### src/rtl/bcd_disp_pkg.sv
// Shared types, seven-segment codes and the BCD-to-segment decoder for the
// up/down BCD counter display.
package bcd_disp_pkg;

    typedef logic [3:0] bcd_t;

    localparam bcd_t BCD_MAX = 4'd9;

    // Active-low segments, bit 7 = dp (kept off), bits 6..0 = g..a.
    localparam logic [7:0] SEG_0     = 8'hC0;
    localparam logic [7:0] SEG_1     = 8'hF9;
    localparam logic [7:0] SEG_2     = 8'hA4;
    localparam logic [7:0] SEG_3     = 8'hB0;
    localparam logic [7:0] SEG_4     = 8'h99;
    localparam logic [7:0] SEG_5     = 8'h92;
    localparam logic [7:0] SEG_6     = 8'h82;
    localparam logic [7:0] SEG_7     = 8'hF8;
    localparam logic [7:0] SEG_8     = 8'h80;
    localparam logic [7:0] SEG_9     = 8'h90;
    localparam logic [7:0] SEG_BLANK = 8'hFF;

    function automatic logic [7:0] bcd_to_seg(input bcd_t d);
        case (d)
            4'd0:    bcd_to_seg = SEG_0;
            4'd1:    bcd_to_seg = SEG_1;
            4'd2:    bcd_to_seg = SEG_2;
            4'd3:    bcd_to_seg = SEG_3;
            4'd4:    bcd_to_seg = SEG_4;
            4'd5:    bcd_to_seg = SEG_5;
            4'd6:    bcd_to_seg = SEG_6;
            4'd7:    bcd_to_seg = SEG_7;
            4'd8:    bcd_to_seg = SEG_8;
            4'd9:    bcd_to_seg = SEG_9;
            default: bcd_to_seg = SEG_BLANK;
        endcase
    endfunction

endpackage

### src/rtl/bcd_updown_display_digit.sv
// One BCD digit with load, increment and decrement; carry/borrow are
// combinational so a chain of digits ripples within a single step.
module bcd_digit
    import bcd_disp_pkg::*;
(
    input  logic sysCLK,
    input  logic reset,
    input  logic load,
    input  bcd_t load_val,
    input  logic inc,
    input  logic dec,
    output bcd_t q,
    output logic carry,
    output logic borrow
);

    bcd_t q_r;

    assign q      = q_r;
    assign carry  = inc & (q_r == BCD_MAX);
    assign borrow = dec & (q_r == 4'd0);

    // Digit register: reset > load > increment > decrement > hold.
    always_ff @(posedge sysCLK) begin
        if (reset) begin
            q_r <= 4'd0;
        end else if (load) begin
            q_r <= (load_val > BCD_MAX) ? 4'd0 : load_val;
        end else if (inc) begin
            q_r <= carry ? 4'd0 : q_r + 4'd1;
        end else if (dec) begin
            q_r <= borrow ? BCD_MAX : q_r - 4'd1;
        end
    end

endmodule

### src/rtl/bcd_updown_display.sv
// N-digit BCD up/down counter with a time-multiplexed active-low 8-anode
// seven-segment display, all on sysCLK with internal tick and scan dividers.
module bcd_updown_display
    import bcd_disp_pkg::*;
#(
    parameter int DIGITS   = 4,
    parameter int TICK_DIV = 50_000_000,
    parameter int SCAN_DIV = 100_000,
    parameter int BLANK_LZ = 1
) (
    input  logic                  sysCLK,
    input  logic                  reset,
    input  logic                  en,
    input  logic                  up,
    input  logic                  load,
    input  logic [4*DIGITS-1:0]   load_val,
    output logic [4*DIGITS-1:0]   count,
    output logic                  tc,
    output logic [7:0]            Cx,
    output logic [7:0]            AN
);

    localparam int TW = (TICK_DIV > 1) ? $clog2(TICK_DIV) : 1;
    localparam int SW = (SCAN_DIV > 1) ? $clog2(SCAN_DIV) : 1;
    localparam int IW = (DIGITS > 1) ? $clog2(DIGITS) : 1;
    localparam logic [TW-1:0] TICK_LAST = TW'(TICK_DIV - 1);
    localparam logic [SW-1:0] SCAN_LAST = SW'(SCAN_DIV - 1);
    localparam logic [IW-1:0] IDX_LAST  = IW'(DIGITS - 1);

    logic [TW-1:0] tick_cnt_r;
    logic [SW-1:0] scan_cnt_r;
    logic [IW-1:0] idx_r;
    logic          tc_r;
    logic [7:0]    cx_r;
    logic [7:0]    an_r;
    logic          tick_s;
    logic          step_up_s;
    logic          step_dn_s;
    logic          wrap_s;
    bcd_t          sel_s;
    logic          sel_blank_s;
    logic          zero_run_s;
    logic [7:0]    seg_s;
    logic [7:0]    an_s;

    assign tick_s    = (tick_cnt_r == TICK_LAST);
    // A load in the tick cycle swallows that tick's step.
    assign step_up_s = tick_s & en & up & ~load;
    assign step_dn_s = tick_s & en & ~up & ~load;

    for (genvar i = 0; i < DIGITS; i++) begin : g_dig
        logic inc_s, dec_s, carry_s, borrow_s;
        bcd_t q_s;
        if (i == 0) begin : g_lsd
            assign inc_s = step_up_s;
            assign dec_s = step_dn_s;
        end else begin : g_chain
            assign inc_s = g_dig[i-1].carry_s;
            assign dec_s = g_dig[i-1].borrow_s;
        end
        bcd_digit u_digit (
            .sysCLK   (sysCLK),
            .reset    (reset),
            .load     (load),
            .load_val (load_val[4*i +: 4]),
            .inc      (inc_s),
            .dec      (dec_s),
            .q        (q_s),
            .carry    (carry_s),
            .borrow   (borrow_s)
        );
        assign count[4*i +: 4] = q_s;
    end

    assign wrap_s = g_dig[DIGITS-1].carry_s | g_dig[DIGITS-1].borrow_s;

    // Free-running tick divider and wrap pulse, aligned with the wrapped count.
    always_ff @(posedge sysCLK) begin
        if (reset) begin
            tick_cnt_r <= '0;
            tc_r       <= 1'b0;
        end else begin
            tick_cnt_r <= tick_s ? '0 : tick_cnt_r + TW'(1);
            tc_r       <= wrap_s;
        end
    end

    // Scan divider and digit index.
    always_ff @(posedge sysCLK) begin
        if (reset) begin
            scan_cnt_r <= '0;
            idx_r      <= '0;
        end else if (scan_cnt_r == SCAN_LAST) begin
            scan_cnt_r <= '0;
            idx_r      <= (idx_r == IDX_LAST) ? '0 : idx_r + IW'(1);
        end else begin
            scan_cnt_r <= scan_cnt_r + SW'(1);
        end
    end

    // Pick the scanned digit; a digit is a leading zero if it and all above are 0.
    always_comb begin
        sel_s       = 4'd0;
        sel_blank_s = 1'b0;
        zero_run_s  = 1'b1;
        an_s        = 8'hFF;
        for (int i = DIGITS - 1; i >= 0; i--) begin
            zero_run_s  = zero_run_s & (count[4*i +: 4] == 4'd0);
            sel_s       = (IW'(i) == idx_r) ? count[4*i +: 4] : sel_s;
            sel_blank_s = (IW'(i) == idx_r) ? (zero_run_s & (i != 0)) : sel_blank_s;
        end
        seg_s = ((BLANK_LZ != 0) && sel_blank_s) ? SEG_BLANK : bcd_to_seg(sel_s);
        an_s[3'(idx_r)] = 1'b0;
    end

    // Registered display outputs.
    always_ff @(posedge sysCLK) begin
        if (reset) begin
            cx_r <= 8'hFF;
            an_r <= 8'hFF;
        end else begin
            cx_r <= seg_s;
            an_r <= an_s;
        end
    end

    assign tc = tc_r;
    assign Cx = cx_r;
    assign AN = an_r;

endmodule

### config.mk
export PLATFORM = sky130hd
export DESIGN_NAME = bcd_updown_display
export DESIGN_NICKNAME = d
export VERILOG_FILES = /design/src/rtl/bcd_disp_pkg.sv /design/src/rtl/bcd_updown_display_digit.sv /design/src/rtl/bcd_updown_display.sv
export SDC_FILE = /design/constraint.sdc
export NUM_CORES = 1
export LEC_CHECK = 0
export CAP_MARGIN = 20
export CORE_ASPECT_RATIO = 1.4
export CORE_MARGIN = 3
export CORE_UTILIZATION = 40
export CTS_CLUSTER_DIAMETER = 200
export CTS_CLUSTER_SIZE = 16
export DETAILED_ROUTE_END_ITERATION = 10
export HOLD_SLACK_MARGIN = 0.02
export PLACE_DENSITY = 0.71
export REMOVE_ABC_BUFFERS = 1
export SKIP_CTS_REPAIR_TIMING = 1
export SLEW_MARGIN = 5
export SYNTH_ARGS = -nofsm -noshare
export SYNTH_HDL_FRONTEND = slang
export SYNTH_SLANG_ARGS = --single-unit
### constraint.sdc
create_clock -name sysCLK -period 5.17 [get_ports sysCLK]
set_input_delay 1.034 -clock sysCLK [delete_from_list [all_inputs] [get_ports sysCLK]]
set_output_delay 1.034 -clock sysCLK [all_outputs]
set_load 0.005 [all_outputs]
Yosys cells after proc, flatten, opt, wreduce, memory -nomap -nowiden
Memories as Yosys holds them, arrays and structs flattened. A register that Yosys moved wholly into a read port is not among the register bits.
Index checks and enable logic that the tools add are counted.
{"block": "op_classes", "addsub": 11, "n_lt_le_gt_ge": 6, "eq_ne": 10, "mux": 35, "n_bitwise": 19, "n_reduce_logical": 13}
{"cell": "$mux 4", "count": 28}
{"cell": "$add 26x1->26 const B", "count": 1}
{"cell": "$eq 26x26->1 const B", "count": 1}
{"cell": "$add 17x1->17 const B", "count": 1}
{"cell": "$eq 17x17->1 const B", "count": 1}
{"cell": "$add 4x1->4 const B", "count": 4}
{"cell": "$eq 4x4->1 const B", "count": 4}
{"cell": "$gt 4x4->1 const B", "count": 4}
{"cell": "$logic_not 4->1", "count": 4}
{"cell": "$sub 4x1->4 const B", "count": 4}
{"cell": "$and 1x1->1", "count": 15}
{"cell": "$reduce_bool 3->1", "count": 4}
{"cell": "$not 4->8", "count": 1}
{"cell": "$reduce_or 2->1", "count": 3}
{"cell": "$mux 1", "count": 5}
{"cell": "$eq 2x2->1 const A", "count": 2}
{"cell": "$lt 2x4->1 const B", "count": 1}
{"cell": "$add 2x1->2 const B", "count": 1}
{"cell": "$demux 1 s2", "count": 1}
{"cell": "$eq 1x2->1 const A", "count": 1}
{"cell": "$eq 2x2->1 const B", "count": 1}
{"cell": "$ge 2x1->1 const B", "count": 1}
{"cell": "$logic_not 2->1", "count": 1}
{"cell": "$mux 2", "count": 1}
{"cell": "3 further kinds", "count": 4}
{"block": "word_totals", "reg_bits": 78, "mem_bits_ro": 112, "input_bits": 21, "output_inout_bits": 33, "word_cells": 105, "memories": 1}
{"memory": "(name not given)", "depth": 16, "width": 7, "read_ports": 1, "rd_ports_with_merged_regs": 1, "write_ports": 0, "line": "bcd_disp_pkg.sv:23", "source": "case (d)"}

Depth between registers and ports, before layout
Gate-level depths: netlist (run 1).
{"block": "depth", "ltp_word": 12, "ltp_mapped": 10}

Cells and area by module
From an unflattened synthesis (run 1), not the netlist that was laid out.
{"block": "unflattened", "hier_cells": 520, "hier_area_um2": 4483.0}
{"mod": "bcd_updown_display", "n_inst": 1, "cells_each": 308, "area_per_inst_um2": 2746.4, "seq_area_each_um2": 1141.1}
{"mod": "bcd_digit", "n_inst": 4, "cells_each": 53, "area_per_inst_um2": 434.2, "seq_area_each_um2": 80.1}

Worst setup path before layout (run 1)
OpenSTA, ideal clock, no wires.
{"block": "synth_path", "path_type": "input port to flip-flop", "from": "input port load", "to": "register g_dig[3].u_digit.q_r[3]", "setup_time_ns": 0.088, "t_arrival_ns": 2.677, "t_required_ns": 5.082, "setup_slack_ns": 2.405, "stages": 7, "path_buffers": 1, "path_cell_list": "clkbuf_1 nor3b_1 nand4b_1 or2_2 a21o_1 a211o_1 a311oi_2"}
{"block": "synth_via", "elab_chain_cells": 10}
{"element": "start: declaration", "line": "bcd_updown_display.sv:15", "source": "input logic load,"}
{"element": "$not 1->1", "line": "bcd_updown_display.sv:48, bcd_updown_display.sv:49"}
{"element": "$and 1x1->1", "line": "bcd_updown_display.sv:49", "source": "assign step_dn_s = tick_s & en & ~up & ~load;"}
{"element": "$and 1x1->1 (4 in series)", "line": "bcd_updown_display_digit.sv:21", "source": "assign borrow = dec & (q_r == 4'd0);"}
{"element": "$mux 4", "line": "bcd_updown_display_digit.sv:32", "source": "q_r <= borrow ? BCD_MAX : q_r - 4'd1;"}
{"element": "$mux 4", "line": "bcd_updown_display_digit.sv:31", "source": "end else if (dec) begin"}
{"element": "$mux 4", "line": "bcd_updown_display_digit.sv:29", "source": "end else if (inc) begin"}
{"element": "$mux 4", "line": "bcd_updown_display_digit.sv:27", "source": "end else if (load) begin"}
{"element": "end signal: assignment", "line": "bcd_updown_display_digit.sv:28", "source": "q_r <= (load_val > BCD_MAX) ? 4'd0 : load_val;"}
{"element": "end signal: assignment", "line": "bcd_updown_display_digit.sv:30", "source": "q_r <= carry ? 4'd0 : q_r + 4'd1;"}
{"element": "end signal: assignment", "line": "bcd_updown_display_digit.sv:32"}
{"element": "end: declaration", "line": "bcd_updown_display_digit.sv:17", "source": "bcd_t q_r;"}
Parallel ways exist; a longest one is shown, timed or not. The select of a mux whose other input is x is not followed.
A chain may end at the register's enable or synchronous reset.

Worst setup path in the final report (run 1)
{"block": "layout_path", "from": "input port up", "to": "register g_dig[3].u_digit.q_r[3]"}
{"block": "layout_via", "elab_chain_cells": 11}
{"element": "start: declaration", "line": "bcd_updown_display.sv:14", "source": "input logic up,"}
{"element": "$not 1->1", "line": "bcd_updown_display.sv:49"}
{"element": "$and 1x1->1 (2 in series)", "line": "bcd_updown_display.sv:49"}
{"element": "$and 1x1->1 (4 in series)", "line": "bcd_updown_display_digit.sv:21"}
{"element": "$mux 4", "line": "bcd_updown_display_digit.sv:32"}
{"element": "$mux 4", "line": "bcd_updown_display_digit.sv:31"}
{"element": "$mux 4", "line": "bcd_updown_display_digit.sv:29"}
{"element": "$mux 4", "line": "bcd_updown_display_digit.sv:27"}
Parallel ways exist; a longest one is shown, timed or not. The select of a mux whose other input is x is not followed.

==> summary.md, run 1 <==
| Metric | Value |
|---|---|
| Status | complete, no violations |
| Mean post-synth cell area | 7.95 µm² |
| DRC | 0 |
| R2R Setup Slk | 2.49 ns |
| Area Growth Syn to Fin | 19.1% |
| Vias in the first global route | 3844 |
| CTS tree | built |
| Routed wire per std cell | 14.4 µm |
| RR Startpoint | g_dig[0].u_digit.q[1] |
| Critical-path top delay cell | clkdlybuf4s50_1 |
| Clock latency at the later pin of the worst-skew pair | 0.33 ns |
| Period minus WS final | 3.26 ns |
| Commonest cells after routing, fill and taps aside | nor2_1 (82), dfxtp_1 (73), nand2_1 (54) |
| H-tree Lvls | 3 |
| Hold Path Stages | 1 |
| CP max stage delay | 0.58 ns |
| Drt pass-1 iters | 4 |
| CTS Sinks | 73 |
| # diodes | 0 |
| Worst Tran Pin Value | 0.792 ns |
| Leak | 1.90 nW |
| Area share of fa/ha/maj cells after synthesis | 7.68% |
| Routed vias | roughly 4000 |
| Share of layout cells above drive strength 1 | 4.90% |
| R2r worst-path depth | 8 |
| I/O pin total | 54 |
| Worst path cell trace | clkdlybuf4s50_1, or3b_1, nand4b_1, or2_2, a21o_1, a211o_1, a311oi_2 |
| EDFF count, synth | 0 |
| Initial core utilization | 41.6% |
| WHS Endpoint | tick_cnt_r[0] |
| First-pass GRT wire length | 17900 µm |
| Fill cell count | 1042 |
| Total of max-cap violations | 0 |
| Dominant synthesized flop cell | dfxtp_1 |
| Slew HR | 47.1% |
| Final nets | 635 |
| Placer's final routability congestion estimate | 0.897 |
| 1st-iter DRT viols | 276 |
| Worst flop-to-flop path endpoint | g_dig[3].u_digit.q[3] |
| CP Depth | 7 |
| Worst hold start | tick_cnt_r[0] |
| Core Util, Final | between 40% and 50% |
| Xor-xnor portion of the synthesized cell area | under 10% |
| Syn Inst Count | between 500 and 600 |
| Clock buffer count from CTS | 9 |
| Placed insts | just over 700 |
| Root buf cell | clkbuf_16 |
| Final worst slack | roughly 1.9 ns |
| PortBufs | 48 |
| Initial antenna violation count | 0 |
| GRT Overall Usage | 18.1% |
| Worst Hold Class | reg2reg |
| Req. time, crit path | 5.42 ns |
| Combinational family with the most area after synthesis | simple AND/OR/NAND/NOR gates |
| Post-synthesis sequential area ratio | 33.2% |
| Crit end category | flip-flop |
| Synth warnings | 0 |
| Post-synthesis cell type count | 66 |
| Final slew viol count | 0 |
| Buffer depth of the longest clock path | 2 |
| Worst endpoint data arrival time | 3.51 ns |
| CP top delay family | simple AND/OR/NAND/NOR gates |
| Final WL | 10500 µm |
| Die ar. | about 12000 µm² |
| Largest net degree at the start of global routing | 39 |
| Setup_tns | 0 ns |
| # rows | 44 |
| Maximum VDD drop | 0.132 mV |
| CP max FO | 11 |
| Antenna-violating nets left | 0 |
| Most common cell after layout, fill and taps aside | nor2_1 |
| Congestion Overflow GR | 0 |
| Layout Cells excl Fill | 730 |
| Fmax | between 300 and 400 MHz |
| Crit Path Category | in2reg |
| Worst path bufs/invs | 1 |
| Post-synthesis compound-gate area fraction | approximately 16% |
| Async set or reset register ratio after synthesis | 0% |
| Synth Register Bits | 73 |
| Mux contribution to synthesized area | under 10% |
| Vias per std cell | 5.45 |
| Place WS | 1.61 ns |
| Clock slew at reported path FFs | 0.06 ns |
| Period utilisation layout | 63.1% |
| Total power | 1.42 mW |
| Hold Fails Final Rpt | 0 |
| Post-synthesis simple-gate area fraction | 27.1% |
| HPWL after detailed placement | 7710 µm |
| Startpoint class of the critical path | input pin |
| Die H | ~130 µm |
| Mapped cell area | approximately 4400 µm² |
| Clock Skews | 0.00816 ns |
| Core footprint | 10600 µm² |
| P per Cell Area | 272 nW/µm² |
| Die width | 94.6 µm |
| RSZ-0062 raised after global routing | no |
| Final setup vio count | 0 |
==> Yosys cell counts (all sizes together), types with 6 or more instances <==
library cell | number | area [µm²]
a22oi | 6 | 45.0
mux2i | 8 | 80.1
and3 | 9 | 56.3
xnor2 | 18 | 158
nor4 | 6 | 52.6
nor3b | 7 | 52.6
inv | 22 | 82.6
nand3 | 23 | 128
o21ai | 33 | 165
a21oi | 26 | 130
buf | 11 | 73.8
nand2 | 54 | 203
nor3 | 11 | 60.1
dfxtp | 73 | 1460
clkbuf | 20 | 75.1
nor2 | 82 | 308
ha | 27 | 338
a211oi | 9 | 67.6
nand4 | 14 | 87.6
xor2 | 24 | 210
==> cell type report <==
cell class | instances | area [µm²] | area share (%)
multi-input cells | 431 | 2720 | 51.9
flip-flops and latches | 73 | 1460 | 27.9
clock buffers | 9 | 225 | 4.30
well taps | 138 | 173 | 3.30
inverters | 22 | 82.6 | 1.58
clock inverters | 7 | 78.8 | 1.51
repair buffers | 50 | 495 | 9.46
==> cells by family (layout without fill, tap and decap cells) <==
kind of cell,after synthesis,count (layout)
simple gates,238,238
flops,73,73
xor+xnor,42,42
compound gates,110,110
fa+ha+maj,27,27
other cells,1,5
mux,9,9
buf+inv,53,88
==> where the power goes <==
group	switching, mW	internal (mW)	total (mW)
clock	0.254	0.378	0.632
sequential	0.0302	0.581	0.611
combinational	0.0883	0.0905	0.179
total	0.372	1.05	1.42
==> state kept, by name, summed over array words and instances, names as in the netlist <==
register / count
Cx: 7
idx_r: 2
g_dig.u_digit.q: 16
AN: 4
tc: 1
tick_cnt_r: 26
scan_cnt_r: 17
==> stage by stage <==
step	hold WS (ns)	cell area [µm²]
floorplan	0.430	4260
global placement	0.444	4930
detailed placement	0.452	4930
CTS	0.466	5240
global route	0.488	5240
finish	0.464	5240
==> worst max path at each step <==
stage               from                     to
finish                up  g_dig[3].u_digit.q[3]
global route          up  g_dig[3].u_digit.q[3]
CTS                   up  g_dig[3].u_digit.q[3]
detailed placement    up  g_dig[3].u_digit.q[3]
global placement      up  g_dig[3].u_digit.q[3]
floorplan             up  g_dig[3].u_digit.q[3]
==> metal layers <==
layer / wire, µm / vias up / GRT usage (%)
met5: 0 / - / 0
met2: 5370 / 85 / 31.0
met4: 267 / 0 / 8.33
met1: 4400 / 1871 / 21.8
met3: 481 / 20 / 3.58
li1: - / 2000 / -
==> worst reg2reg max path, delay by kind of cell (launching register included) <==
kind	cells	cell delay, ns
compound gates	3	0.71
fa+ha+maj	1	0.18
buf+inv	1	0.16
flops	1	0.44
simple gates	3	1.11
No activity file was read; power rests on OpenSTA's default activity.
==> inputs of run 2 (changes only) <==
--- a/config.mk
+++ b/config.mk
@@ -13,7 +13,7 @@
 export CTS_CLUSTER_SIZE = 16
 export DETAILED_ROUTE_END_ITERATION = 10
 export HOLD_SLACK_MARGIN = 0.02
-export PLACE_DENSITY = 0.71
+export PLACE_DENSITY = 0.73
 export REMOVE_ABC_BUFFERS = 1
 export SKIP_CTS_REPAIR_TIMING = 1
 export SLEW_MARGIN = 5
==> constraint.sdc (replaced) <==
create_clock -name sysCLK -period 2.75 [get_ports sysCLK]
set_input_delay 0.55 -clock sysCLK [delete_from_list [all_inputs] [get_ports sysCLK]]
set_output_delay 0.55 -clock sysCLK [all_outputs]
set_load 0.005 [all_outputs]
==> run 2 against run 1 <==
- count of clock-buffer cells in the layout unchanged
- via count up 2.8%
- flip-flop and latch count unchanged
- critical path type is now reg2reg
- highest routed layer unchanged
==> summary.md, run 2 (synthesis results as in run 1) <==
| Metric | Value |
|---|---|
| Die width | about 95 µm |
| Routed wire per std cell | 14.9 µm |
| CTS tree | built |
| Share of layout cells above drive strength 1 | 8.32% |
| Core footprint | 10600 µm² |
| Slew HR | roughly 64% |
| Fmax | 419 MHz |
| Routed vias | 4087 |
| Clock Skews | ~0.0074 ns |
| Crit Path Category | reg2reg |
| Place WS | 0.0754 ns |
| Final setup vio count | 0 |
| 1st-iter DRT viols | roughly 250 |
| Switch share | 24.7% |
| Buffer depth of the longest clock path | 2 |
| Share of power burned in registers | 39.4% |
| Vias in the first global route | 4032 |
| Top reg by flops | tick_cnt_r |
| Worst Tran Pin Value | around 0.54 ns |
| Clock buffer count from CTS | 9 |
| Leak | between 2 and 2.5 nW |
| Worst endpoint data arrival time | 2.61 ns |
| Clock latency at the later pin of the worst-skew pair | between 0.3 and 0.4 ns |
| Period minus WS final | 2.38 ns |
| Final nets | 656 |
| Crit end category | flip-flop |
| H-tree Lvls | 3 |
| CP max FO | 8 |
| Final WL | 11200 µm |
| First-pass GRT wire length | 18400 µm |
| Final worst slack | 0.365 ns |
| Status | complete, no violations |
| Combinational share of power | between 10 and 15% |
| Root buf cell | clkbuf_16 |
| Commonest cells after routing, fill and taps aside | nor2_1 (82), dfxtp_1 (73), nand2_1 (54) |
| RSZ-0062 raised after global routing | no |
| Clk network pwr share | 47.7% |
| Fill cell count | around 1000 |
| Pint | around 2.2 mW |
| Startpoint class of the critical path | flip-flop |
| Max FFs per register | 26 |
| Initial core utilization | between 40 and 50% |
| Worst Hold Class | reg2reg |
| Clock slew at reported path FFs | 0.06 ns |
| Drt pass-1 iters | 4 |
| I/O pin total | 54 |
| Die H | 130 µm |
| CTS Sinks | 73 |
| Net Switching | just over 0.7 mW |
| Period utilisation layout | roughly 87% |
| Total of max-cap violations | 0 |
| # rows | 44 |
| DRC | 0 |
| Setup_tns | 0 ns |
| Hold Slack | between 0.4 and 0.5 ns |
| Die ar. | 12300 µm² |
| HPWL after detailed placement | a little over 8000 µm |
| PortBufs | 48 |
| Placer's final routability congestion estimate | roughly 0.99 |
| Largest net degree at the start of global routing | 27 |
| Congestion Overflow GR | 0 |
| Most common cell after layout, fill and taps aside | nor2_1 |
| P per Cell Area | 530 nW/µm² |
| Final slew viol count | 0 |
| Antenna-violating nets left | 0 |
| # diodes | 0 |
| Initial antenna violation count | 0 |
| Vias per std cell | 5.44 |
| GRT Overall Usage | 18.7% |
| Hold Fails Final Rpt | 0 |
| Req. time, crit path | 2.98 ns |
| Area Growth Syn to Fin | 23.8% |
| Maximum VDD drop | 0.298 mV |
==> run 2: changes by cell type in the layout (fill, tap and decap cells not counted) <==
cell | before | now
buf_4 | 2 | 23
bufinv_16 | 1 | 3
clkinvlp_4 | 2 | 0
a22oi_1 | 6 | 5
a22oi_2 | 0 | 1
clkinv_2 | 1 | 0
clkinv_4 | 1 | 2
inv_6 | 1 | 2
inv_8 | 1 | 0
==> run 2: power by group through the flow <==
stage          clock network, mW  registers [mW]  logic, mW
5_1_grt                     1.44            1.14      0.410
3_5_place_dp                   0            1.16      0.367
3_3_place_gp                   0            1.16      0.360
2_1_floorplan                  0            1.16      0.185
4_1_cts                     1.40            1.14      0.370
6_report                    1.38            1.14      0.372
==> run 2: routing by layer <==
metal / GRT usage [%] / wire length, µm
met5: 0 / 0
met4: 7.82 / 264
met3: 3.86 / 464
met2: 33.7 / 5760
met1: 21.1 / 4670
==> run 2: worst max-delay path, stage by stage (launching register included) <==
cell     delay (ns)
dfxtp_1        0.36
or4b_1         0.57
nor4_4         0.34
and3_1         0.29
buf_4          0.19
a21o_2         0.19
o22ai_1        0.09
a22o_1         0.23
==> run 2: final cells by class <==
type / instances / area [µm²] / area share, %
clock buffers: 9 / 225 / 4.14
clock inverters: 7 / 125 / 2.30
inverters: 22 / 82.6 / 1.52
multi-input cells: 431 / 2720 / 50.0
flip-flops and latches: 73 / 1460 / 26.8
well taps: 138 / 173 / 3.17
repair buffers: 71 / 653 / 12.0
==> run 2: path summary, 6_finish.rpt <==
path              slack (ns)                     to  cells past startpoint           from
setup / recovery        0.37  g_dig[2].u_digit.q[2]                      7  tick_cnt_r[7]
hold / removal          0.46          scan_cnt_r[0]                      1  scan_cnt_r[0]
setup reg to reg        0.37  g_dig[2].u_digit.q[2]                      7  tick_cnt_r[7]
hold reg to reg         0.46          scan_cnt_r[0]                      1  scan_cnt_r[0]
==> run 2: through the flow <==
step / std cells / cell area, µm² / util [%] / power (mW)
floorplan: 526 / 4260 / - / 1.34
global placement: 735 / 5090 / 48.1 / 1.52
detailed placement: 735 / 5090 / 48.1 / 1.53
CTS: 751 / 5440 / 51.5 / 2.90
global route: 751 / 5440 / 51.5 / 2.99
finish: 751 / 5440 / 51.5 / 2.88
